File: config.mk
export PLATFORM = sky130hd
export DESIGN_NAME = axis_fir_coeff_loader
export DESIGN_NICKNAME = d
export VERILOG_FILES = /design/src/rtl/axis_fir_pkg.sv /design/src/rtl/fir_coeff_shadow_ram.sv /design/src/rtl/axis_fir_coeff_loader.sv
export SDC_FILE = /design/constraint.sdc
export NUM_CORES = 1
export LEC_CHECK = 0
export BUFFER_PORTS_ARGS = -buffer_cell sky130_fd_sc_hd__buf_2
export CAP_MARGIN = 20
export CORE_MARGIN = 10
export CORE_UTILIZATION = 50
export CTS_BUF_LIST = sky130_fd_sc_hd__clkbuf_16
export DETAILED_ROUTE_END_ITERATION = 6
export PLACE_DENSITY_LB_ADDON = 0.05
export SLEW_MARGIN = 20
export SYNTH_ARGS = -nofsm -noshare
export SYNTH_HDL_FRONTEND = slang
export SYNTH_SLANG_ARGS = --single-unit
File: constraint.sdc
create_clock -name CLK -period 2.7 [get_ports CLK]
set_clock_uncertainty 0.2 [all_clocks]
set_input_delay 0.27 -clock CLK [delete_from_list [all_inputs] [get_ports CLK]]
set_output_delay 0.27 -clock CLK [all_outputs]
set_load 0.01 [all_outputs]
File: src/rtl/axis_fir_pkg.sv
// Shared definitions for the AXI-Stream FIR filter and its run-time coefficient loader.
// Both blocks size their coefficient half-set with n_half().
package axis_fir_pkg;

    typedef enum logic [1:0] {
        ST_RECEIVE,
        ST_FLUSH,
        ST_DRAIN,
        ST_WRITE
    } loader_fsm_t;

    // Symmetric filters store only half of the taps; the address MSB selects the mirror.
    function automatic int n_half(input int addr_width);
        return 1 << (addr_width - 1);
    endfunction

endpackage

File: src/rtl/fir_coeff_shadow_ram.sv
// Simple dual-port shadow buffer for one coefficient half-set, registered read.
// The read register returns zero whenever no read is requested.
module fir_coeff_shadow_ram #(
    parameter int DATA_WIDTH = 32,
    parameter int ADDR_WIDTH = 5
) (
    input  logic                  clk_i,
    input  logic                  rst_i,
    input  logic                  wr_en_i,
    input  logic [ADDR_WIDTH-1:0] wr_addr_i,
    input  logic [DATA_WIDTH-1:0] wr_data_i,
    input  logic                  rd_en_i,
    input  logic [ADDR_WIDTH-1:0] rd_addr_i,
    output logic [DATA_WIDTH-1:0] rd_data_o
);

    localparam int DEPTH = 1 << ADDR_WIDTH;

    logic [DATA_WIDTH-1:0] mem_q [DEPTH];
    logic [DATA_WIDTH-1:0] rd_data_q;

    // NOTE: the storage array is deliberately not reset so it maps onto plain RAM;
    // only the small read register is reset.
    always_ff @(posedge clk_i) begin
        if (wr_en_i) begin
            mem_q[wr_addr_i] <= wr_data_i;
        end
    end

    always_ff @(posedge clk_i) begin
        if (rst_i) begin
            rd_data_q <= '0;
        end else if (rd_en_i) begin
            rd_data_q <= mem_q[rd_addr_i];
        end else begin
            rd_data_q <= '0;
        end
    end

    assign rd_data_o = rd_data_q;

endmodule

File: src/rtl/axis_fir_coeff_loader.sv
// Receives a coefficient half-set over AXI-Stream, gates the filter's sample input until
// the in-flight calculation drains, then replays the set onto the filter coefficient port.
module axis_fir_coeff_loader
    import axis_fir_pkg::*;
#(
    parameter int N_BYTES          = 4,
    parameter int COEFF_ADDR_WIDTH = 6,
    localparam int DATA_WIDTH      = N_BYTES * 8
) (
    input  logic                        CLK,
    input  logic                        RESET,
    input  logic [DATA_WIDTH-1:0]       S_AXIS_COEFF_TDATA,
    input  logic                        S_AXIS_COEFF_TVALID,
    output logic                        S_AXIS_COEFF_TREADY,
    input  logic                        S_AXIS_COEFF_TLAST,
    input  logic [DATA_WIDTH-1:0]       S_AXIS_TDATA,
    input  logic                        S_AXIS_TVALID,
    output logic                        S_AXIS_TREADY,
    output logic [DATA_WIDTH-1:0]       M_AXIS_TDATA,
    output logic                        M_AXIS_TVALID,
    input  logic                        M_AXIS_TREADY,
    input  logic                        FILT_OUT_TVALID,
    input  logic                        FILT_OUT_TREADY,
    output logic [COEFF_ADDR_WIDTH-1:0] COEFF_ADDR,
    output logic [DATA_WIDTH-1:0]       COEFF_DATA,
    output logic                        COEFF_VALID,
    output logic                        LOAD_DONE,
    output logic                        LOAD_ERROR,
    output logic                        BUSY
);

    localparam int IDX_W  = COEFF_ADDR_WIDTH - 1;
    localparam int N_HALF = n_half(COEFF_ADDR_WIDTH);
    localparam logic [IDX_W-1:0] LAST_IDX = IDX_W'(N_HALF - 1);

    loader_fsm_t      state_q, state_d;
    logic [IDX_W-1:0] rx_cnt_q, rx_cnt_d;
    logic [IDX_W-1:0] wr_idx_q, wr_idx_d;
    logic [IDX_W-1:0] coeff_addr_q, coeff_addr_d;
    logic             coeff_valid_q, coeff_valid_d;
    logic             load_done_q, load_done_d;
    logic             load_error_q, load_error_d;
    logic             busy_q, busy_d;
    logic             gate_open_q, gate_open_d;
    logic             in_flight_q, in_flight_d;
    logic             coeff_hs, sample_hs, result_hs, shadow_we;

    // Sample path is a gated combinational pass-through.
    assign M_AXIS_TDATA  = S_AXIS_TDATA;
    assign M_AXIS_TVALID = S_AXIS_TVALID & gate_open_q;
    assign S_AXIS_TREADY = M_AXIS_TREADY & gate_open_q;

    assign S_AXIS_COEFF_TREADY = (state_q == ST_RECEIVE) || (state_q == ST_FLUSH);
    assign coeff_hs  = S_AXIS_COEFF_TVALID & S_AXIS_COEFF_TREADY;
    assign sample_hs = M_AXIS_TVALID & M_AXIS_TREADY;
    assign result_hs = FILT_OUT_TVALID & FILT_OUT_TREADY;

    // A new sample entering the filter outranks a result leaving it in the same cycle.
    assign in_flight_d = sample_hs ? 1'b1 : (result_hs ? 1'b0 : in_flight_q);

    // NOTE: every signal driven here gets a default first, so no path can infer a latch;
    // combinational logic uses blocking '=' while the state register below uses '<='.
    always_comb begin
        state_d       = state_q;
        rx_cnt_d      = rx_cnt_q;
        wr_idx_d      = wr_idx_q;
        coeff_valid_d = 1'b0;
        coeff_addr_d  = '0;
        load_done_d   = 1'b0;
        load_error_d  = 1'b0;
        shadow_we     = 1'b0;

        unique case (state_q)
            ST_RECEIVE: begin
                if (coeff_hs) begin
                    shadow_we = 1'b1;
                    if (rx_cnt_q == LAST_IDX) begin
                        rx_cnt_d = '0;
                        state_d  = S_AXIS_COEFF_TLAST ? ST_DRAIN : ST_FLUSH;
                    end else if (S_AXIS_COEFF_TLAST) begin
                        load_error_d = 1'b1;
                        rx_cnt_d     = '0;
                    end else begin
                        rx_cnt_d = rx_cnt_q + 1'b1;
                    end
                end
            end
            ST_FLUSH: begin
                if (coeff_hs && S_AXIS_COEFF_TLAST) begin
                    load_error_d = 1'b1;
                    rx_cnt_d     = '0;
                    state_d      = ST_RECEIVE;
                end
            end
            ST_DRAIN: begin
                if (!in_flight_q) begin
                    state_d       = ST_WRITE;
                    wr_idx_d      = '0;
                    coeff_valid_d = 1'b1;
                end
            end
            ST_WRITE: begin
                if (wr_idx_q == LAST_IDX) begin
                    state_d     = ST_RECEIVE;
                    load_done_d = 1'b1;
                end else begin
                    wr_idx_d      = wr_idx_q + 1'b1;
                    coeff_valid_d = 1'b1;
                    coeff_addr_d  = wr_idx_q + 1'b1;
                end
            end
            default: state_d = ST_RECEIVE;
        endcase
    end

    assign busy_d      = (state_d == ST_DRAIN) || (state_d == ST_WRITE);
    assign gate_open_d = (state_d == ST_RECEIVE) || (state_d == ST_FLUSH);

    always_ff @(posedge CLK) begin
        if (RESET) begin
            state_q       <= ST_RECEIVE;
            rx_cnt_q      <= '0;
            wr_idx_q      <= '0;
            coeff_addr_q  <= '0;
            coeff_valid_q <= 1'b0;
            load_done_q   <= 1'b0;
            load_error_q  <= 1'b0;
            busy_q        <= 1'b0;
            gate_open_q   <= 1'b1;
            in_flight_q   <= 1'b0;
        end else begin
            state_q       <= state_d;
            rx_cnt_q      <= rx_cnt_d;
            wr_idx_q      <= wr_idx_d;
            coeff_addr_q  <= coeff_addr_d;
            coeff_valid_q <= coeff_valid_d;
            load_done_q   <= load_done_d;
            load_error_q  <= load_error_d;
            busy_q        <= busy_d;
            gate_open_q   <= gate_open_d;
            in_flight_q   <= in_flight_d;
        end
    end

    // Read address runs one cycle ahead so the RAM output lines up with COEFF_VALID.
    fir_coeff_shadow_ram #(
        .DATA_WIDTH(DATA_WIDTH),
        .ADDR_WIDTH(IDX_W)
    ) u_shadow (
        .clk_i    (CLK),
        .rst_i    (RESET),
        .wr_en_i  (shadow_we),
        .wr_addr_i(rx_cnt_q),
        .wr_data_i(S_AXIS_COEFF_TDATA),
        .rd_en_i  (coeff_valid_d),
        .rd_addr_i(coeff_addr_d),
        .rd_data_o(COEFF_DATA)
    );

    assign COEFF_ADDR  = {1'b0, coeff_addr_q};
    assign COEFF_VALID = coeff_valid_q;
    assign LOAD_DONE   = load_done_q;
    assign LOAD_ERROR  = load_error_q;
    assign BUSY        = busy_q;

endmodule

Yosys cells after proc, flatten, opt, wreduce, memory -nomap -nowiden
Memories as Yosys holds them, arrays and structs flattened. A register that Yosys moved wholly into a read port is not among the register bits.
Index checks and enable logic that the tools add are counted.
- memories: 1
- word-level logic and storage cells: 77
- RAM bits: 1024
- register bits after elaboration: 23
- input bits: 72
- memory list (name ; words ; width ; read ports ; clocked after memory_dff ; wr ports ; line ; text):
    u_shadow.mem_q ; 32 ; 32 ; 1 ; 1 ; 1 ; fir_coeff_shadow_ram.sv:19 ; logic [DATA_WIDTH-1:0] mem_q [DEPTH];
- reduce and logical (&&, ||, !) cells: 13
- add/subtract/negate cells: 2
- multiplexer cells: 32
- equal/unequal tests: 12
- bitwise logic cells: 7
- operators with widths (operator ; number):
    $mux W5 ; 8
    $pmux W5 S2 ; 2
    $mux W1 ; 13
    $mux W2 ; 6
    $add A5 B1 Y5 const B ; 2
    $eq A5 B5 Y1 const B ; 2
    $eq A2 B2 Y1 const B ; 4
    $pmux W2 S4 ; 1
    $ne A2 B2 Y1 const B ; 3
    $reduce_and A3 Y1 ; 2
    $reduce_bool A2 Y1 ; 3
    $and A1 B1 Y1 ; 5
    $eq A2 B1 Y1 const B ; 2
    $logic_not A2 Y1 ; 2
    $pmux W1 S2 ; 2
    $reduce_or A2 Y1 ; 2
    $logic_or A1 B1 Y1 ; 3
    $ne A2 B1 Y1 const B ; 1
    $not A1 Y1 ; 2
    $logic_and A1 B1 Y1 ; 1

Logic depth before layout (Yosys ltp)
- depth after elaboration: 8
- mapped depth: 12
- mapped depth without buffers: 9

Cells and area by module
From an unflattened synthesis, not the netlist that was laid out.
- cell total of the unflattened synthesis: 1871
- area, all modules: 41252.1 um2
- by module, submodules not included (module ; cells each ; times used ; area each (um2) ; seq. area each (um2)):
    fir_coeff_shadow_ram ; 1728 ; 1 ; 40003.4 ; 31390.1
    axis_fir_coeff_loader ; 143 ; 1 ; 1248.7 ; 440.4

Worst setup path after synthesis
Ideal clock, no wire load.
- kind: register -> register
- start point: register state_q[1]
- end point: memory u_shadow.mem_q[12][0], enable pin
- arrival: 2.518 ns
- data required time: 2.079 ns
- stages on the path, launching flop included: 7
- period minus slack after synthesis: 3.139 ns
- buffers on the path: 1
- setup slack: -0.439 ns
- setup time: 0.421 ns
- path through: dfxtp_1 -> buf_4 -> inv_1 -> nand2_1 -> nor2_1 -> nand2_1 -> nor2_1
- longest elaborated chain between the ends: 7
- elaborated cells between the ends (all ways): 8
- classes of those cells: eq/ne: 1; mux: 4; bitwise: 1; reduce/logical: 2
- ends and longest elaborated chain (what ; line ; text):
    start, declared ; axis_fir_coeff_loader.sv:36 ; loader_fsm_t state_q, state_d;
    start signal, assigned ; axis_fir_coeff_loader.sv:132 ; state_q <= state_d;
    $eq A2 B1 Y1 or $logic_not A2 Y1 (tied branches) ; axis_fir_coeff_loader.sv:53 ; assign S_AXIS_COEFF_TREADY = (state_q == ST_RECEIVE) || (state_q == ST_FLUSH);
    $logic_or A1 B1 Y1 (*) ; axis_fir_coeff_loader.sv:53 ;
    named net S_AXIS_COEFF_TREADY ; axis_fir_coeff_loader.sv:14 ; output logic S_AXIS_COEFF_TREADY,
    $and A1 B1 Y1 (*) ; axis_fir_coeff_loader.sv:54 ; assign coeff_hs = S_AXIS_COEFF_TVALID & S_AXIS_COEFF_TREADY;
    $mux W1 (*) ; axis_fir_coeff_loader.sv:75 ; if (coeff_hs) begin
    $mux W1 (*) ; axis_fir_coeff_loader.sv:73 ; unique case (state_q)
    $mux W1 (*) ; fir_coeff_shadow_ram.sv:25 ; if (wr_en_i) begin
    $mux W1 (implied by the code) (*) ; fir_coeff_shadow_ram.sv:26 ; mem_q[wr_addr_i] <= wr_data_i;
    end, declared ; fir_coeff_shadow_ram.sv:19 ;
Mark *: on every way through the listed nets, which the timed path passes. The rest lies on a longest branch.

Worst setup path after layout
- start point: register wr_idx_q[1]
- end point: register u_shadow.rd_data_q[29], in the netlist u_shadow.rd_data_o[29], read port of u_shadow.mem_q
- longest elaborated chain between the ends: 5
- elaborated cells between the ends (all ways): 8
- classes of those cells: add/sub: 1; eq/ne: 1; mux: 4; bitwise: 1; reduce/logical: 1
- ends and longest elaborated chain (what ; line ; text):
    start, declared ; axis_fir_coeff_loader.sv:38 ; logic [IDX_W-1:0] wr_idx_q, wr_idx_d;
    start signal, assigned ; axis_fir_coeff_loader.sv:134 ; wr_idx_q <= wr_idx_d;
    parallel branches: the longest is 5 deep, another holds $add A5 B1 Y5 ; -- ;
    end, declared ; fir_coeff_shadow_ram.sv:20 ; logic [DATA_WIDTH-1:0] rd_data_q;
Parallel ways; which one is timed is not known.
A chain may end at the register's enable or synchronous reset.

==> qor.yml <==
status: "complete, but fails checks"
violations: "negative setup slack"
seq_power_share_pct: 54.6
p_clk_share_pct: 42.7
cts_max_path_buffers: 3
routed-wl-met2_um: 63400
min_path_type: "in2out"
powerDensity_nw_per_um2: 655
synth-main-ff-cell: "edfxtp_1"
core_area_um2: 84900
fin_ws_ns: -0.0774
grt_setup_unrepaired: "true"
clk_latency_ns: 0.69
rr_endpoint: "u_shadow.rd_data_o[29]"
final_core_util_pct: 60.8
start_kind: "flip-flop"
synth_top_area_cell: "edfxtp_1"
finalNonFillerCells: 4048
synth_area_per_cell_um2: 17.1
finalHoldViolCount: 0
post-synth-top-count-cell: "edfxtp_1"
drt_iter0_markers: 2644
ys_seq_area_share_pct: 74.6
rows: 107
wl_per_cell_um: 31.5
dp_cells: 3769
rrSetupSlack_ns: -0.08
num-fill-cells: 6321
top_level_ports: 149
critPathMaxFanout: 8
wl_um: 127000
grt_max_degree: 70
dr.pass1.iters: 6
wl_met1_um: 52400
place_congestion: 0.820
cts.clk_slew.worst_paths_ns: 0.06
power.total_mw: 33.8
setup_violations: 17
cts_root_buf: "clkbuf_16"
htreeDepth: 3
p_int_mw: 26.8
remaining_drc_errors: 0
crit_buf_inv: 3
grt_pass1_wl_um: 182000
netlist-cell-type-count: 59
crit_arrival_ns: 3.13
nets: 2881
worstSetupPathType: "reg2reg"
slowest_delay_ns: 0.36
syn2layout_area_growth_pct: 21.1
overflow: 0
vias: 25238
swShare_pct: 20.7
start_util_pct: 50.3
cts_tree: "yes"
ys_ff_latch: 1078
cts_made_buffers: 110
syn-num-nets: 2575
wl_met3_um: 8370
timing.rr.start: "wr_idx_q[1]"
min-delay-start: "S_AXIS_TDATA[17]"
cp_cell_sequence: "ha_4, and3_4, ha_4, and3b_4, and4b_2, or2_4, buf_12, buf_12, a22o_1, a22oi_2, buf_4, o211ai_1"
slew_viol_final: 0
min_to: "M_AXIS_TDATA[17]"
fmax_mhz: 360
critPathTopFamily: "simple AND/OR/NAND/NOR gates"
synth_top_area_share_pct: 72.1
drive_gt1_share_pct: 30.2
grt_pass1_vias: 25504
slowest_stage: "dfxtp_2"
max_cap_violations: 0
final_antenna_net_count: 0
synth_area_um2: 42700
ys_warn_count: 0
r2r_cells: 12
required_ns: 3.05
die_area_um2: 97400
worstHoldPathCells: 0
die_height_um: 312
io_buffers: 83
switchingPower_mw: 6.98
route.top_layer_used: "met4"
synth-async-reset-ratio_pct: 0
antenna_found_initial: 2
setup_tns_ns: -0.457
die_w_um: 312
ys_top_cells_by_count: "edfxtp_1, a21oi_1, nor3_1, mux2_2, o22ai_1"
min_period_over_period_pct: 103
cts.sinks: 1078
peakVddDrop_uv: 529
dp_hpwl_um: 75800
worstMarginPinSlew_ns: 0.678
combPwrFrac_pct: 2.7
slew-limit-headroom_pct: 54.8
p_leak_nw: 17.2
post-route-min-period_ns: 2.78
syn_inst: 2496
synth_edf_count: 1024
synth_top_cells_by_area: "edfxtp_1, mux4_2, mux2_2"
grt_usage_pct: 25.5
endpoint_kind: "flip-flop"
viasPerCell: 6.23
power groups by stage:
| stage | combinational (mW) | sequential (mW) | clock [mW] |
|---|---|---|---|
| floorplan | 0.376 | 18.8 | 0 |
| global placement | 0.815 | 18.8 | 0 |
| detailed placement | 0.838 | 18.8 | 0 |
| CTS | 0.902 | 18.4 | 14.7 |
| global route | 0.975 | 18.4 | 15.3 |
| finish | 0.903 | 18.4 | 14.4 |
worst reg2reg max path, stage by stage, from the launching register on:
cell,delay [ns]
dfxtp_2,0.36
ha_4,0.14
and3_4,0.19
ha_4,0.13
and3b_4,0.22
and4b_2,0.24
or2_4,0.27
buf_12,0.17
buf_12,0.16
a22o_1,0.21
a22oi_2,0.15
buf_4,0.14
o211ai_1,0.08
logic make-up after synthesis:
kind of cell | Yosys count | synth area share (%)
other | 1 | 0.00879
adders and majority gates | 7 | 0.205
muxes | 224 | 8.50
buffers and inverters | 216 | 2.54
DFF | 1078 | 74.6
and+or+nand+nor | 335 | 3.92
xor gates and xnor gates | 1 | 0.0205
AOI/OAI and AO/OA | 634 | 10.2
state kept, by name, summed over array words and instances, names as in the netlist, named ones only:
name / flops
LOAD_ERROR: 1
COEFF_VALID: 1
LOAD_DONE: 1
u_shadow.mem_q: 1024
wr_idx_q: 5
coeff_addr_q: 5
u_shadow.rd_data_o: 32
state_q: 1
in_flight_q: 1
gate_open_q: 1
rx_cnt_q: 5
layer usage:
layer  up-vias  track usage [%]
met1     13173             34.6
met2      1072             42.9
li1      10796                -
met4         0             7.28
met5         -                0
met3       197             3.56
through the flow:
stage	hold WS, ns	setup WS [ns]	instance area, µm²
after floorplan	0.169	-0.439	42700
after global placement	0.307	-0.366	46700
after detailed placement	0.308	-0.380	46700
after CTS	0.323	-0.0839	51100
after global routing	0.340	-0.145	51600
final	0.340	-0.0774	51600
timing repair:
action                     4_1_cts  5_1_grt
hold endpoints to repair      1045        0
pin swaps                       40       28
buffers inserted                10       11
gates resized for setup         86       75
cloned                           1        2
setup endpoints to repair       32       32
hold buffers                    41        0
cell usage in the layout, fill, tap and decap left out, drive strengths merged, types with 32 or more instances in the layout:
cell type       n
dlygate4sd3    41
mux2          126
a211o          64
a21o          125
o21ai          40
mux4           98
nand2          52
clkbuf        113
clkinv         53
dfxtp          54
nor2           81
buf           358
inv            46
a22oi          37
o22ai         126
o211ai         32
nor3          130
nor4           32
a21oi         133
o221ai         32
edfxtp       1024
area by class of cell:
type / instances / area [µm²] / share of cell area, %
Sequential cell: 1078 / 31800 / 61.6
Multi-Input combinational cell: 1203 / 10700 / 20.7
Timing Repair Buffer: 401 / 4200 / 8.12
Clock buffer: 111 / 2780 / 5.38
Tap cell: 1144 / 1430 / 2.77
Clock inverter: 99 / 658 / 1.27
Inverter: 8 / 32.5 / 0.0630
Antenna cell: 4 / 10.0 / 0.0194
how the worst max path moves through the flow:
stage / startpoint / depth (start not counted) / endpoint
floorplan: state_q[1] / 6 / u_shadow.mem_q[12][0]
global placement: wr_idx_q[0] / 11 / u_shadow.rd_data_o[31]
detailed placement: wr_idx_q[0] / 11 / u_shadow.rd_data_o[31]
CTS: wr_idx_q[1] / 12 / u_shadow.rd_data_o[29]
global route: wr_idx_q[0] / 13 / u_shadow.rd_data_o[16]
finish: wr_idx_q[1] / 12 / u_shadow.rd_data_o[29]
(Power assumes the default switching activity.)
